[src/rtl/fetchq_pkg.sv]
// Shared types and constants for the instruction fetch queue.
// Used by fetchq_ram and fetch_queue.
package fetchq_pkg;

    localparam logic [31:0] NOP_INSTR            = 32'h0000_0000;
    localparam int          FETCHQ_DEPTH_DEFAULT = 4;

    typedef struct packed {
        logic [31:0] pc4;
        logic [31:0] instr;
    } fetchq_entry_t;

endpackage

[src/rtl/fetchq_ram.sv]
// Fetch queue storage: DEPTH x 64-bit register array.
// One synchronous write port, one asynchronous read port, data array not reset.
module fetchq_ram
    import fetchq_pkg::*;
#(
    parameter int DEPTH = FETCHQ_DEPTH_DEFAULT,
    parameter int AW    = $clog2(DEPTH)
) (
    input  logic          clk,
    input  logic          we,
    input  logic [AW-1:0] waddr,
    input  logic [63:0]   wdata,
    input  logic [AW-1:0] raddr,
    output logic [63:0]   rdata
);

    logic [63:0] mem_q [DEPTH];

    always_ff @(posedge clk) begin
        if (we) begin
            mem_q[waddr] <= wdata;
        end
    end

    assign rdata = mem_q[raddr];

endmodule

[src/rtl/fetch_queue.sv]
// Instruction fetch queue between IFU and decode: circular buffer with wrap-bit pointers.
// Define FETCHQ_BYPASS_EN to forward an input straight to decode when the queue is empty.
module fetch_queue
    import fetchq_pkg::*;
#(
    parameter int DEPTH = FETCHQ_DEPTH_DEFAULT
) (
    input  logic                     clk,
    input  logic                     rst,
    input  logic                     flush,
    input  logic                     in_valid,
    input  logic [31:0]              in_pc4,
    input  logic [31:0]              in_instr,
    output logic                     in_ready,
    output logic                     out_valid,
    output logic [31:0]              out_pc4,
    output logic [31:0]              out_instr,
    input  logic                     out_ready,
    output logic [$clog2(DEPTH):0]   count
);

    localparam int          AW      = $clog2(DEPTH);
    localparam logic [AW:0] PTR_ONE = {{AW{1'b0}}, 1'b1};

    logic [AW:0]   wr_ptr_q, wr_ptr_d;
    logic [AW:0]   rd_ptr_q, rd_ptr_d;
    logic          empty, full;
    logic          bypass, push, pop;
    fetchq_entry_t wr_entry, rd_entry;

    assign empty = (wr_ptr_q == rd_ptr_q);
    assign full  = (wr_ptr_q[AW-1:0] == rd_ptr_q[AW-1:0]) && (wr_ptr_q[AW] != rd_ptr_q[AW]);

    // in_ready comes only from registered pointers, so out_ready never reaches the IFU stall.
    assign in_ready = ~full;
    assign count    = wr_ptr_q - rd_ptr_q;

`ifdef FETCHQ_BYPASS_EN
    assign bypass = empty & in_valid & out_ready & ~flush;
`else
    assign bypass = 1'b0;
`endif

    // A bypassed input is consumed directly by decode and never occupies a slot.
    assign push = in_valid & in_ready & ~flush & ~bypass;
    assign pop  = ~empty & out_ready & ~flush;

    always_comb begin
        wr_ptr_d = wr_ptr_q;
        rd_ptr_d = rd_ptr_q;
        if (flush) begin
            wr_ptr_d = '0;
            rd_ptr_d = '0;
        end else begin
            if (push) wr_ptr_d = wr_ptr_q + PTR_ONE;
            if (pop)  rd_ptr_d = rd_ptr_q + PTR_ONE;
        end
    end

    always_ff @(posedge clk) begin
        if (rst) begin
            wr_ptr_q <= '0;
            rd_ptr_q <= '0;
        end else begin
            wr_ptr_q <= wr_ptr_d;
            rd_ptr_q <= rd_ptr_d;
        end
    end

    assign wr_entry.pc4   = in_pc4;
    assign wr_entry.instr = in_instr;

    fetchq_ram #(
        .DEPTH (DEPTH),
        .AW    (AW)
    ) u_ram (
        .clk   (clk),
        .we    (push),
        .waddr (wr_ptr_q[AW-1:0]),
        .wdata (wr_entry),
        .raddr (rd_ptr_q[AW-1:0]),
        .rdata (rd_entry)
    );

    // Invalid head shows a NOP bubble rather than stale array contents.
    always_comb begin
        out_valid = ~empty;
        out_pc4   = rd_entry.pc4;
        out_instr = rd_entry.instr;
        if (bypass) begin
            out_valid = 1'b1;
            out_pc4   = in_pc4;
            out_instr = in_instr;
        end
        if (!out_valid) begin
            out_pc4   = NOP_INSTR;
            out_instr = NOP_INSTR;
        end
    end

endmodule

[config.mk]
export PLATFORM = sky130hd
export DESIGN_NAME = fetch_queue
export DESIGN_NICKNAME = d
export VERILOG_FILES = /design/src/rtl/fetchq_pkg.sv /design/src/rtl/fetchq_ram.sv /design/src/rtl/fetch_queue.sv
export SDC_FILE = /design/constraint.sdc
export NUM_CORES = 1
export LEC_CHECK = 0
export CORE_MARGIN = 4
export CORE_UTILIZATION = 35
export CTS_CLUSTER_DIAMETER = 80
export DETAILED_ROUTE_END_ITERATION = 12
export HOLD_SLACK_MARGIN = 0.06
export PLACE_DENSITY_LB_ADDON = 0.12
export SYNTH_ARGS = -nofsm -noshare
export SYNTH_HDL_FRONTEND = slang
export SYNTH_SLANG_ARGS = --single-unit
[constraint.sdc]
create_clock -name clk -period 18.63 [get_ports clk]
set_clock_uncertainty 0.05 [all_clocks]
set_input_delay 2.7945 -clock clk [delete_from_list [all_inputs] [get_ports clk]]
set_output_delay 2.7945 -clock clk [all_outputs]
set_load 0.01 [all_outputs]
==> Yosys cells after proc, flatten, opt, wreduce, memory -nomap -nowiden <==
Memories as Yosys holds them, arrays and structs flattened. A register that Yosys moved wholly into a read port is not among the register bits.
Cells that the tools add are included.
{ "word_totals": {"regBits": 6, "ramBits": 256, "in_bits": 69, "out_inout_bits": 69, "elab_cells": 24, "n_memories": 1} }
{ "memory_table": {"columns": ["name", "depth", "width", "rd", "rd_ports_with_merged_regs", "write_ports", "line_no", "rtl"], "rows": [
  ["u_ram.mem_q", 4, 64, 1, 1, 1, "fetchq_ram.sv:17", "logic [63:0] mem_q [DEPTH];"]
]} }
{ "classes": {"addsub": 3, "n_eq_ne": 3, "n_mux": 6, "n_bitwise": 7, "reduce_logical": 2} }
{ "op_table": {"columns": ["op", "n"], "rows": [
  ["$mux W32", 2],
  ["$add A3 B1 Y3 const B", 2],
  ["$and A1 B1 Y1", 4],
  ["$mux W2", 2],
  ["$eq A3 B3 Y1", 1],
  ["$not A1 Y1", 3],
  ["$sub A3 B3 Y3", 1],
  ["$eq A2 B2 Y1", 1],
  ["$mux W1", 2],
  ["$reduce_or A2 Y1", 1],
  ["$logic_and A1 B1 Y1", 1],
  ["$ne A1 B1 Y1", 1]
]} }

==> Depth between registers and ports, before layout <==
Gate-level depths: netlist of the first run.
{ "depth": {"ltp_word": 7, "mapped_depth": 7} }

==> Modules after synthesis <==
A second synthesis of the first run with hierarchy kept.
{ "hier_totals": {"hier_cells": 460, "area_unflattened_um2": 10567.6} }
{ "by_module_without_submodules": {"columns": ["mod", "instances", "cells_per_inst", "area_each_um2", "seq_area_each_um2"], "rows": [
  ["fetchq_ram", 1, 338, 9341.5, 7687.4],
  ["fetch_queue", 1, 122, 1226.2, 120.1]
]} }

==> Worst setup path after synthesis of the first run <==
Ideal clock, no wire load.
{ "synth_timing": {"kind": "input to register", "startpoint": "input flush", "endpoint": "register wr_ptr_q[2]", "setup_time_ns": 0.348, "t_arrival_ns": 8.065, "required_time_ns": 18.232, "slack_ns": 10.167, "stages": 3, "path_cell_list": "nand2b_1 > a211oi_1 > mux2i_1"} }
{ "synth_between": {"elab_chain_len": 2} }
{ "synth_rtl": {"columns": ["item", "line_no", "rtl"], "rows": [
  ["start: declaration", "fetch_queue.sv:10", "input logic flush,"],
  ["$not A1 Y1", "fetch_queue.sv:45", "assign push = in_valid & in_ready & ~flush & ~bypass;"],
  ["$and A1 B1 Y1", "fetch_queue.sv:45", null],
  ["end signal: assignment", "fetch_queue.sv:65", "wr_ptr_q <= wr_ptr_d;"],
  ["end: declaration", "fetch_queue.sv:25", "logic [AW:0] wr_ptr_q, wr_ptr_d;"]
]} }
Several ways; a longest one is shown, not always the timed one.
A chain may end at the register's enable or synchronous reset.

==> flow_summary.yaml, run 1 <==
logic_synthesis:
  postSynthAreaPerCell_sq_um: 22.01
  ys_warn_count: 0
  ys_seq_area_frac: 0.7667
  synth_nets: 542
  ys_ff_latch: 264
  synthCells: 465
  ys_types: 27
  synthesis.area_sq_um: 10230
cells_and_area:
  final_nets: 691
  area_growth_pct: 26.37
  fillers: 2474
  diodes: 0
  fin_cells: 1020
  drive_gt1_frac: 0.1918
  multi_input_area_sq_um: 2201
  regArea_sq_um: 7855
  finalCoreUtilization: 0.4494
power_and_ir_drop:
  powerDensity_nw_per_um2: 99.14
  power.switching_w: 0.0002432
  internal_power_w: 0.001039
  power.total_w: 0.001282
  p_sw_frac: 0.1897
  seq_power_share: 0.517
  power.leakage_nw: 4.010
  p_clk_frac: 0.439
  vdd_ir_drop_max_uv: 53.56
  p_comb_frac: 0.044
sta:
  hold_violations: 0
  fmaxAchievable_mhz: 161.9
  finalCriticalPeriod_ps: 6178
  final-setup-viol-count: 0
  relSlewSlack: 0.2901
  setup_tns_ps: 0
  fin_crit_sh: 0.3316
  hold_slack_ps: 470.7
  tightest_slew_ps: 1065
  finalMaxSlewViolations: 0
  rsz0062_at_grt: "no"
detailed_routing:
  wl_met2_um: 9890
  drc: 0
  vias_per_cell: 4.727
  drtAntennaViolNets: 0
  dr.pass1.iters: 4
  wl_per_cell_um: 19.91
  drt_iter0_markers: 212
  top_layer_used: "met5"
  vias: 4822
  drt-met1-wl_um: 8855
  wl_met3_um: 1229
  finalWirelength_um: 20310
clocking:
  cts_setup_buffers: 0
  cts_root_buf: "clkbuf_16"
  cts_tree: "built"
  holdBufCountCts: 0
  clock_latency_ps: 530
  clkSlewWorstSetupHoldPaths_ps: 60
  cts_buffers: 28
  cts.sinks: 264
  cts_resized: 0
  cts_buffer_depth: 3
  h-tree-depth: 1
setup_path:
  critPathRequiredTime_ps: 15790
  arrival_ps: 3330
  path_class: "flop to primary output"
  cp-start-kind: "flop"
  r2r_cells: 5
  endpoint_kind: "primary output"
  crit_path_max_fanout: 35
floorplanning:
  ios: 138
  die_h_um: 179.0
  initial_core_util: 0.3556
  die-area_sq_um: 32040
  die_x_um: 179.0
  fp-row-count: 62
  coreArea_sq_um: 28780
global_route:
  grt-ovfl-total: 0
  grt_pass1_vias: 5315
  globalRouteTotalUtil: 0.1268
  grt_pass1_wl_um: 30750
  grt_max_degree: 65
  antenna_found_initial: 2
run:
  drv_cap: 0
placement:
  dp_cells: 968
  port_buffers: 137
  dp_hpwl_um: 11130
  place.gp.congestion: 0.7189
worst_hold_path:
  min_path_type: "flop to flop"
  whs_path_depth: 2
status:
  status: "finished clean"
==> final cells by class <==
| type | count | area share |
|---|---|---|
| sequential | 264 | 0.6073 |
| multi-input combinational | 170 | 0.1702 |
| timing repair buffer | 141 | 0.1083 |
| clock buffer | 44 | 0.06743 |
| tap | 384 | 0.03715 |
| clock inverter | 8 | 0.006965 |
| inverter | 9 | 0.002612 |
==> worst max-delay path, stage by stage, from the launching register on <==
cell and delay (ps):
dfxtp_4 850, buf_4 630, mux4_2 580, nor2b_1 170, clkdlybuf4s50_1 520
==> power by group through the flow <==
| stage | Clock, W | Combinational (W) | Sequential [W] |
|---|---|---|---|
| finish | 0.000563 | 0.0000570 | 0.000663 |
| global route | 0.000607 | 0.0000621 | 0.000663 |
| CTS | 0.000581 | 0.0000586 | 0.000663 |
| detailed placement | 0 | 0.0000582 | 0.000675 |
| global placement | 0 | 0.0000571 | 0.000675 |
| floorplan | 0 | 0.0000238 | 0.000675 |
==> cell usage in the layout, fill, tap and decap left out, drive strengths merged <==
cell             n
edfxtp         256
clkdlybuf4s50  137
mux4            64
nor2b           64
clkbuf          44
nand2           10
inv              9
dfxtp            8
ha               7
mux2i            6
clkinv           6
buf              4
and2             4
or3              2
o211ai           2
bufinv           2
xor2             2
nor2             2
nand2b           1
a21oi            1
a211oi           1
o21a             1
nand4b           1
nand4            1
fa               1
==> flip-flops by register name (all words and copies together), names as in the netlist, named ones only <==
| signal | count |
|---|---|
| wr_ptr_q | 3 |
| u_ram.mem_q | 256 |
| rd_ptr_q | 3 |
==> final timing paths <==
path / from / endpoint / slack (ps)
min: rd_ptr_q[0]$_SDFFE_PP0P_ / flop / 470
max: flop / out_pc4[25] / 12450
min reg2reg: rd_ptr_q[0]$_SDFFE_PP0P_ / flop / 470
max reg2reg: wr_ptr_q[0]$_SDFFE_PP0P_ / u_ram.mem_q[1][24]$_DFFE_PP_ / 15690
==> layer usage <==
layer  GRT usage  vias up
met5           0        -
met1      0.1746     2493
met3     0.03142       33
met2      0.2051      123
met4     0.02974        4
li1            -     2169
==> logic make-up after synthesis <==
| logic type | after synthesis | synth area share |
|---|---|---|
| AOI/OAI and AO/OA | 5 | 0.003423 |
| xor gates and xnor gates | 2 | 0.002446 |
| DFF | 264 | 0.7667 |
| muxes | 70 | 0.1467 |
| buffers and inverters | 31 | 0.02066 |
| adders and majority gates | 8 | 0.01051 |
| and+or+nand+nor | 85 | 0.04951 |
==> stage by stage <==
stage                     instance area [sq um]  setup WS (ps)
after global routing                      12930          12100
after detailed placement                  11970          12870
after global placement                    11970          12850
after floorplan                           10230          10170
final                                     12930          12450
after CTS                                 12930          12260
==> synthesized netlist by cell type <==
master,count,area (sq um)
edfxtp_1,256,7687
mux4_2,64,1441
nor2b_1,64,400.4
buf_6,11,123.9
nand2_1,10,37.54
inv_1,9,33.78
dfxtp_1,8,160.2
ha_1,7,87.58
buf_2,6,30.03
mux2i_1,6,60.06
and2_1,4,25.02
clkbuf_1,3,11.26
o211ai_1,2,15.01
or3_1,2,12.51
a211oi_1,1,7.510
a21oi_1,1,5.000
buf_4,1,7.510
clkbuf_2,1,5.000
fa_1,1,20.02
nand2b_1,1,6.260
nand4_1,1,6.260
nand4b_1,1,8.760
nor2_1,1,3.750
nor2_2,1,6.260
o21a_1,1,7.510
xor2_1,1,8.760
xor2_2,1,16.27
(Power assumes the default switching activity.)
==> run 2, diff against run 1 <==
==> constraint.sdc (replaced) <==
create_clock -name clk -period 6.3 [get_ports clk]
set_clock_uncertainty 0.05 [all_clocks]
set_input_delay 0.945 -clock clk [delete_from_list [all_inputs] [get_ports clk]]
set_output_delay 0.945 -clock clk [all_outputs]
set_load 0.01 [all_outputs]
==> flow_summary.yaml, run 2 (synthesis results as in run 1) <==
global_route:
  antenna_found_initial: 1
  grt-ovfl-total: 0
  grt_max_degree: 65
  globalRouteTotalUtil: 0.1338
  grt_pass1_vias: 5607
  grt_pass1_wl_um: 32520
floorplanning:
  die_x_um: 179.0
  coreArea_sq_um: 28780
  die_h_um: 179.0
  ios: 138
  initial_core_util: 0.3556
  fp-row-count: 62
  die-area_sq_um: 32040
cells_and_area:
  mostFrequentLayoutCells: "256 x edfxtp_1, 137 x clkdlybuf4s50_1, 64 x mux4_2, 64 x nor2b_1, 29 x clkbuf_16"
  largest_register_ffs: 256
  drive_gt1_frac: 0.1855
  top_regs: "u_ram.mem_q x256, rd_ptr_q x3, wr_ptr_q x3"
  top_register: "u_ram.mem_q"
  final_common_cell: "edfxtp_1"
  diodes: 0
  area_growth_pct: 25.42
  final_nets: 692
sta:
  hold_slack_ps: 480.5
  fmaxAchievable_mhz: 222.4
  tightest_slew_ps: 1085
  final-setup-viol-count: 0
  setup_tns_ps: 0
  relSlewSlack: 0.2764
  hold_violations: 0
  fin_crit_sh: 0.7137
  rsz0062_at_grt: "no"
  finalCriticalPeriod_ps: 4496
  finalMaxSlewViolations: 0
clocking:
  clkSlewWorstSetupHoldPaths_ps: 60
  cts_root_buf: "clkbuf_16"
  holdBufCountCts: 0
  cts_resized: 0
  cts_setup_buffers: 0
  h-tree-depth: 1
  cts.sinks: 264
  cts_tree: "built"
  cts_buffer_depth: 3
  clock_latency_ps: 530
  cts_buffers: 29
run:
  drv_cap: 0
placement:
  port_buffers: 137
  place.gp.congestion: 0.7796
  dp_hpwl_um: 11560
setup_path:
  endpoint_kind: "primary output"
  path_class: "flop to primary output"
  cp-start-kind: "flop"
  critPathRequiredTime_ps: 5300
  crit_path_max_fanout: 36
  arrival_ps: 3500
detailed_routing:
  vias_per_cell: 4.790
  drt_iter0_markers: 308
  drtAntennaViolNets: 0
  finalWirelength_um: 21160
  vias: 4886
  dr.pass1.iters: 4
  drc: 0
  wl_per_cell_um: 20.75
power_and_ir_drop:
  power.leakage_nw: 3.949
  power.total_w: 0.003655
  vdd_ir_drop_max_uv: 204.6
  powerDensity_nw_per_um2: 284.8
worst_hold_path:
  min_path_type: "flop to flop"
status:
  status: "finished clean"
## run 2: cell types whose count changed in the layout (fill, tap and decap cells not counted), sizes merged
cell,previous run,this run
clkbuf,44,37
clkinv,6,11
clkinvlp,0,3
bufinv,2,1
## run 2: cell type report
type | count | area, sq um
fill | 2481 | 15940
sequential | 264 | 7855
multi-input combinational | 170 | 2201
timing repair buffer | 141 | 1401
clock buffer | 37 | 755.7
tap | 384 | 480.5
clock inverter | 15 | 108.9
inverter | 9 | 33.78
## run 2: critical path: stages (launching register included)
cell and delay, ps:
dfxtp_1 390, inv_1 120, ha_1 320, nand2_1 110, nor2_4 760, buf_4 590
nor2b_1 130, clkdlybuf4s50_1 510
## run 2: per-layer routing
layer	vias up	routed length, um	global-route usage
li1	2173	-	-
met1	2557	9161	0.1795
met2	122	10410	0.2239
met3	32	1193	0.03079
met4	2	388	0.02974
met5	-	13	0
## run 2: power breakdown
part           switching, W  internal [W]  total [W]
sequential       0.00000796       0.00195    0.00196
clock              0.000639      0.000885    0.00152
combinational     0.0000759     0.0000945   0.000170
## run 2: per-stage QoR
| stage | worst slack [ps] | std cells | instance area, sq um | utilization |
|---|---|---|---|---|
| 6_report | 1804 | 1020 | 12840 | 0.4460 |
| 5_1_grt | 1503 | 1020 | 12840 | 0.4460 |
| 4_1_cts | 1687 | 1020 | 12840 | 0.4460 |
| 3_5_place_dp | 2259 | 968 | 11970 | 0.4160 |
| 3_3_place_gp | 2290 | 968 | 11970 | 0.4160 |
| 2_1_floorplan | 1979 | 465 | 10240 | - |
## run 2: path summary, 6_finish.rpt
kind,start,endpoint,slack (ps),depth (start not counted)
worst max-delay path,wr_ptr_q[0]$_SDFFE_PP0P_,out_pc4[22],1800,7
worst min-delay path,rd_ptr_q[0]$_SDFFE_PP0P_,flop,480,2
worst max register to register,wr_ptr_q[0]$_SDFFE_PP0P_,u_ram.mem_q[1][34]$_DFFE_PP_,3340,5
worst min register to register,rd_ptr_q[0]$_SDFFE_PP0P_,flop,480,2
==> patch 1, RTL diff (config.mk and constraints of run 2) <==
Change the package constant `FETCHQ_DEPTH_DEFAULT` from 4 to 8.
--- a/src/rtl/fetchq_pkg.sv
+++ b/src/rtl/fetchq_pkg.sv
@@ -3,7 +3,7 @@
 package fetchq_pkg;
 
     localparam logic [31:0] NOP_INSTR            = 32'h0000_0000;
-    localparam int          FETCHQ_DEPTH_DEFAULT = 4;
+    localparam int          FETCHQ_DEPTH_DEFAULT = 8;
 
     typedef struct packed {
         logic [31:0] pc4;
Interface: changed (resized count); port bits go from 138 to 139. The function was not compared with the original's and may differ.
==> patch 1 against run 2 <==
Routed wire length is 110% higher. Final area is 86% higher. Critical path type unchanged. Fmax is 3.4% lower. Count of clock-buffer cells in the layout is 35 higher. Sequential power is 97% higher. Setup slack worse by 0.16 ns. Largest power group unchanged. Sequential cell count is 259 higher. Total power is 97% higher. Critical endpoint is now out_instr[20]. Synthesized cell count is 78% higher. Area after synthesis is 93% higher.
==> patch 1: results <==
worst_setup_path:
  ff2ff_setup_slack_ns: 2.98
  timing.rr.end: "u_ram.mem_q[5][35]"
  cp-startpoint: "wr_ptr_q[2]"
  crit_path_end: "out_instr[20]"
  worst_r2r_path_depth: 8
  critPathArrivalTime_ns: 3.66
  path_max_fanout: 64
  cp_slowest_cell: "and2_4"
detailed_routing:
  firstDrtPassIters: 5
  wire_per_inst_um: 24.5
  initialDrtViolationCount: 587
  routed_wl_mm: 44.0
  viasPerCell: 5.03
synth:
  seq_area_frac_synth: 0.789
  synth_top_cells_by_count: "edfxtp_1 (512), mux4_2 (128), a22o_1 (60), buf_2 (22), clkbuf_1 (12)"
  synthTopCellsByArea: "edfxtp_1 (78%), mux4_2 (15%), a22o_1 (2.7%)"
  synth-edff-count: 512
  yosysUniqueCellTypes: 31
  avgSynthCellArea_um2: 23.9
placed_design:
  io_buffers: 138
  gp_congestion: 0.708
  dp_cells: 1694
  dpl_cell_area_mm2: 0.0222
  hpwlAfterDp_mm: 23.6
  pre_cts_slack_ns: 2.22
clock_network:
  clk_latency_ns: 0.59
  cts_max_level: 2
  clock_sinks: 523
cells_and_area:
  layout-drive-gt1-share: 0.233
  final_nets: 1077
  inverters_excl_clock: 10
  largest_register_ffs: 512
  nClkBuffers: 72
  multi_input_area_share: 0.165
  multi_input_area_mm2: 0.00394
  reg_top3: "u_ram.mem_q (512), rd_ptr_q (4), wr_ptr_q (4)"
  ff_latch_area_mm2: 0.0156
  final-nonclk-buf-share: 0.0688
  fillers: 4861
timing:
  fin_crit_ns: 4.65
  holdWs_ns: 0.501
grt:
  grt.total_usage: 0.147
  antenna_found_initial: 4
  grt_pass1_wl_mm: 65.7
pwr:
  p_leak_nw: 7.26
  p_int_mw: 5.76
  worst_ir_drop_vdd_uv: 175
  power_frac_comb: 0.040
  clockPowerShare: 0.425
  power_density_mw_per_mm2: 302
outcome:
  status: "finished, final reports clean"
hold_path:
  worstHoldStart: "wr_ptr_q[1]"
==> patch 1: cell count changes in the layout (fill, tap and decap cells not counted), sizes merged, moves of 8 or more <==
cell    change
edfxtp    +256
clkbuf     +35
buf        +19
xnor2       +8
clkinv     +14
mux4       +64
nor2        +9
a22o       +64
nor2b      -64
==> patch 1: worst register-to-register path: stages, from the launching register on <==
cell and delay (ns):
dfxtp_1 0.50, inv_1 0.15, ha_1 0.33, nand3_1 0.19, nor2_1 0.15, inv_1 0.16
nand2_1 0.17, nor3_2 0.49, buf_4 0.71
==> patch 1: logic make-up after synthesis <==
logic type | synth area share
AND/OR/NAND/NOR | 0.00785
multiplexers | 0.146
flip-flops | 0.789
buffers and inverters | 0.0157
XOR/XNOR | 0.00538
AO/OA/AOI/OAI | 0.0326
adder cells (fa/ha/maj) | 0.00418
==> patch 1: metal layers <==
metal,wire length [µm],GRT usage,vias to the layer above
met2,21100,0.235,199
met5,39,0,-
met1,19700,0.205,4828
li1,-,-,3926
met4,922,0.0409,6
met3,2190,0.0314,73
==> patch 2, RTL diff (flow settings as in run 2) <==
Made on the original files. Make the reset (`rst`) asynchronous in one clocked block.
--- a/src/rtl/fetch_queue.sv
+++ b/src/rtl/fetch_queue.sv
@@ -57,7 +57,7 @@
         end
     end
 
-    always_ff @(posedge clk) begin
+    always_ff @(posedge clk or posedge rst) begin
         if (rst) begin
             wr_ptr_q <= '0;
             rd_ptr_q <= '0;
Formal check against the unedited RTL: differs if rst is asserted again (counterexample within 4 cycles, from zero or initial values and one cycle with rst high); with rst held inactive, the same outputs for 4 cycles.
==> patch 2 against run 2 <==
Setup slack worse by 0.066 ns. Area after synthesis grew 0.49%. Final area increased by 0.81%. Highest routed layer is now met4. Register-to-register slack got worse by 0.56 ns. Sequential cell count fell by 2. Routed wire length is 0.23% lower. Hold slack improved by 0.12 ns.
Power is not compared: it rests on default switching activity, and its combinational part moved more than twofold at a synthesized area within 25%.
==> patch 2: results <==
synth:
  synth_fa_ha_area_frac: 0.0105
  muxShareOfSynthArea: 0.141
  synth_nets: 549
  post_synth_xor_area_fraction: 0.00243
  synthTopCellsByArea: "edfxtp_1 (75%), mux4_2 (14%), and2_1 (3.9%)"
  yosysUniqueCellTypes: 34
  synth_top_cells_by_count: "edfxtp_1 (256), and2_1 (64), mux4_2 (64), clkbuf_1 (9)"
  avgSynthCellArea_um2: 21.8
  ys_async_sr_fraction: 0.0229
  yosysWarnings: 0
  seq_area_frac_synth: 0.762
  synth_compound_area_frac: 0.00462
  synth-edff-count: 256
  synthFlopType: "edfxtp_1"
pwr:
  worst_ir_drop_vdd_uv: 262
  p_leak_nw: 4.08
detailed_routing:
  viasPerCell: 4.83
  wire_per_inst_um: 20.6
  firstDrtPassIters: 4
  initialDrtViolationCount: 265
cells_and_area:
  layout-drive-gt1-share: 0.188
  final_nets: 695
  fillers: 2526
  stdcell_count: 1025
  reg_top3: "u_ram.mem_q (256), rd_ptr_q (3), wr_ptr_q (3)"
hold_path:
  holdPathStages: 2
  worstHoldStart: "wr_ptr_q[2]"
  hold_path.class: "flip-flop to flip-flop"
placed_design:
  pre_cts_slack_ns: 2.14
  hpwlAfterDp_mm: 11.8
  gp_congestion: 0.674
  io_buffers: 137
  dp_cells: 972
  dpl_cell_area_mm2: 0.0120
clock_network:
  cts_buffers: 28
  clk_latency_ns: 0.54
  cts.clk_slew.worst_paths_ns: 0.06
  cts_max_level: 1
  clockBufferDepth: 3
  cts_setup_buffers: 0
  clock_tree.root_cell: "clkbuf_16"
  cts.repair.resized: 0
timing:
  holdWs_ns: 0.596
  tightest_slew_ns: 1.09
grt:
  antenna_found_initial: 0
  grt_pass1_wl_mm: 32.6
  grt_pass1_vias: 5461
  grt.total_usage: 0.129
  grt_start_max_net_pins: 68
outcome:
  status: "finished, final reports clean"
worst_setup_path:
  ff2ff_setup_slack_ns: 2.78
  worst_r2r_path_depth: 5
  r2r-start: "rd_ptr_q[0]"
  critPathArrivalTime_ns: 3.57
  timing.rr.end: "u_ram.mem_q[0][47]"
  path_max_fanout: 49
[patch 2: worst max-delay path by stage]
stage / start / endpoint / slack (ns) / depth (start not counted)
after global placement: rd_ptr_q[0] / out_instr[22] / 2.13 / 5
after floorplan: rd_ptr_q[1] / u_ram.mem_q[0][0] / 2.64 / 7
final: rd_ptr_q[0] / out_instr[21] / 1.74 / 5
after detailed placement: rd_ptr_q[0] / out_instr[22] / 2.14 / 5
after global routing: rd_ptr_q[0] / out_instr[30] / 1.42 / 5
after CTS: rd_ptr_q[0] / out_instr[22] / 1.54 / 5
[patch 2: metal layers]
| layer | GRT usage | vias to the layer above | routed length (µm) |
|---|---|---|---|
| met2 | 0.225 | 122 | 10700 |
| met1 | 0.165 | 2576 | 8920 |
| li1 | - | 2218 | - |
| met4 | 0.0347 | 0 | 488 |
| met3 | 0.0281 | 36 | 956 |
| met5 | 0 | - | 0 |
[patch 2: kinds of logic after synthesis]
kind of cell / count (synthesis)
buffers and inverters: 31
xor gates and xnor gates: 2
and+or+nand+nor: 97
adders and majority gates: 8
DFF: 262
muxes: 65
AOI/OAI and AO/OA: 7
[patch 2: final cells by class]
type                            instances  area [µm²]  area share
Tap cell                              384         480      0.0371
Sequential cell                       262        7850       0.606
Multi-Input combinational cell        179        2270       0.175
Inverter                                6        22.5     0.00174
Clock buffer                           36         761      0.0588
Antenna cell                            1        2.50    0.000193
Timing Repair Buffer                  141        1400       0.108
Clock inverter                         16         161      0.0125
[patch 2: critical path, stage by stage (launching register included)]
cell and delay, ns:
dfrtp_4 0.83, ha_1 0.45, nand3_2 0.35, buf_4 0.54
and2_1 0.25, clkdlybuf4s50_1 0.57
[patch 2: power breakdown]
group	switching (mW)	internal (mW)
clock network	0.636	0.972
registers	0.0906	2.09
logic	1.15	1.36
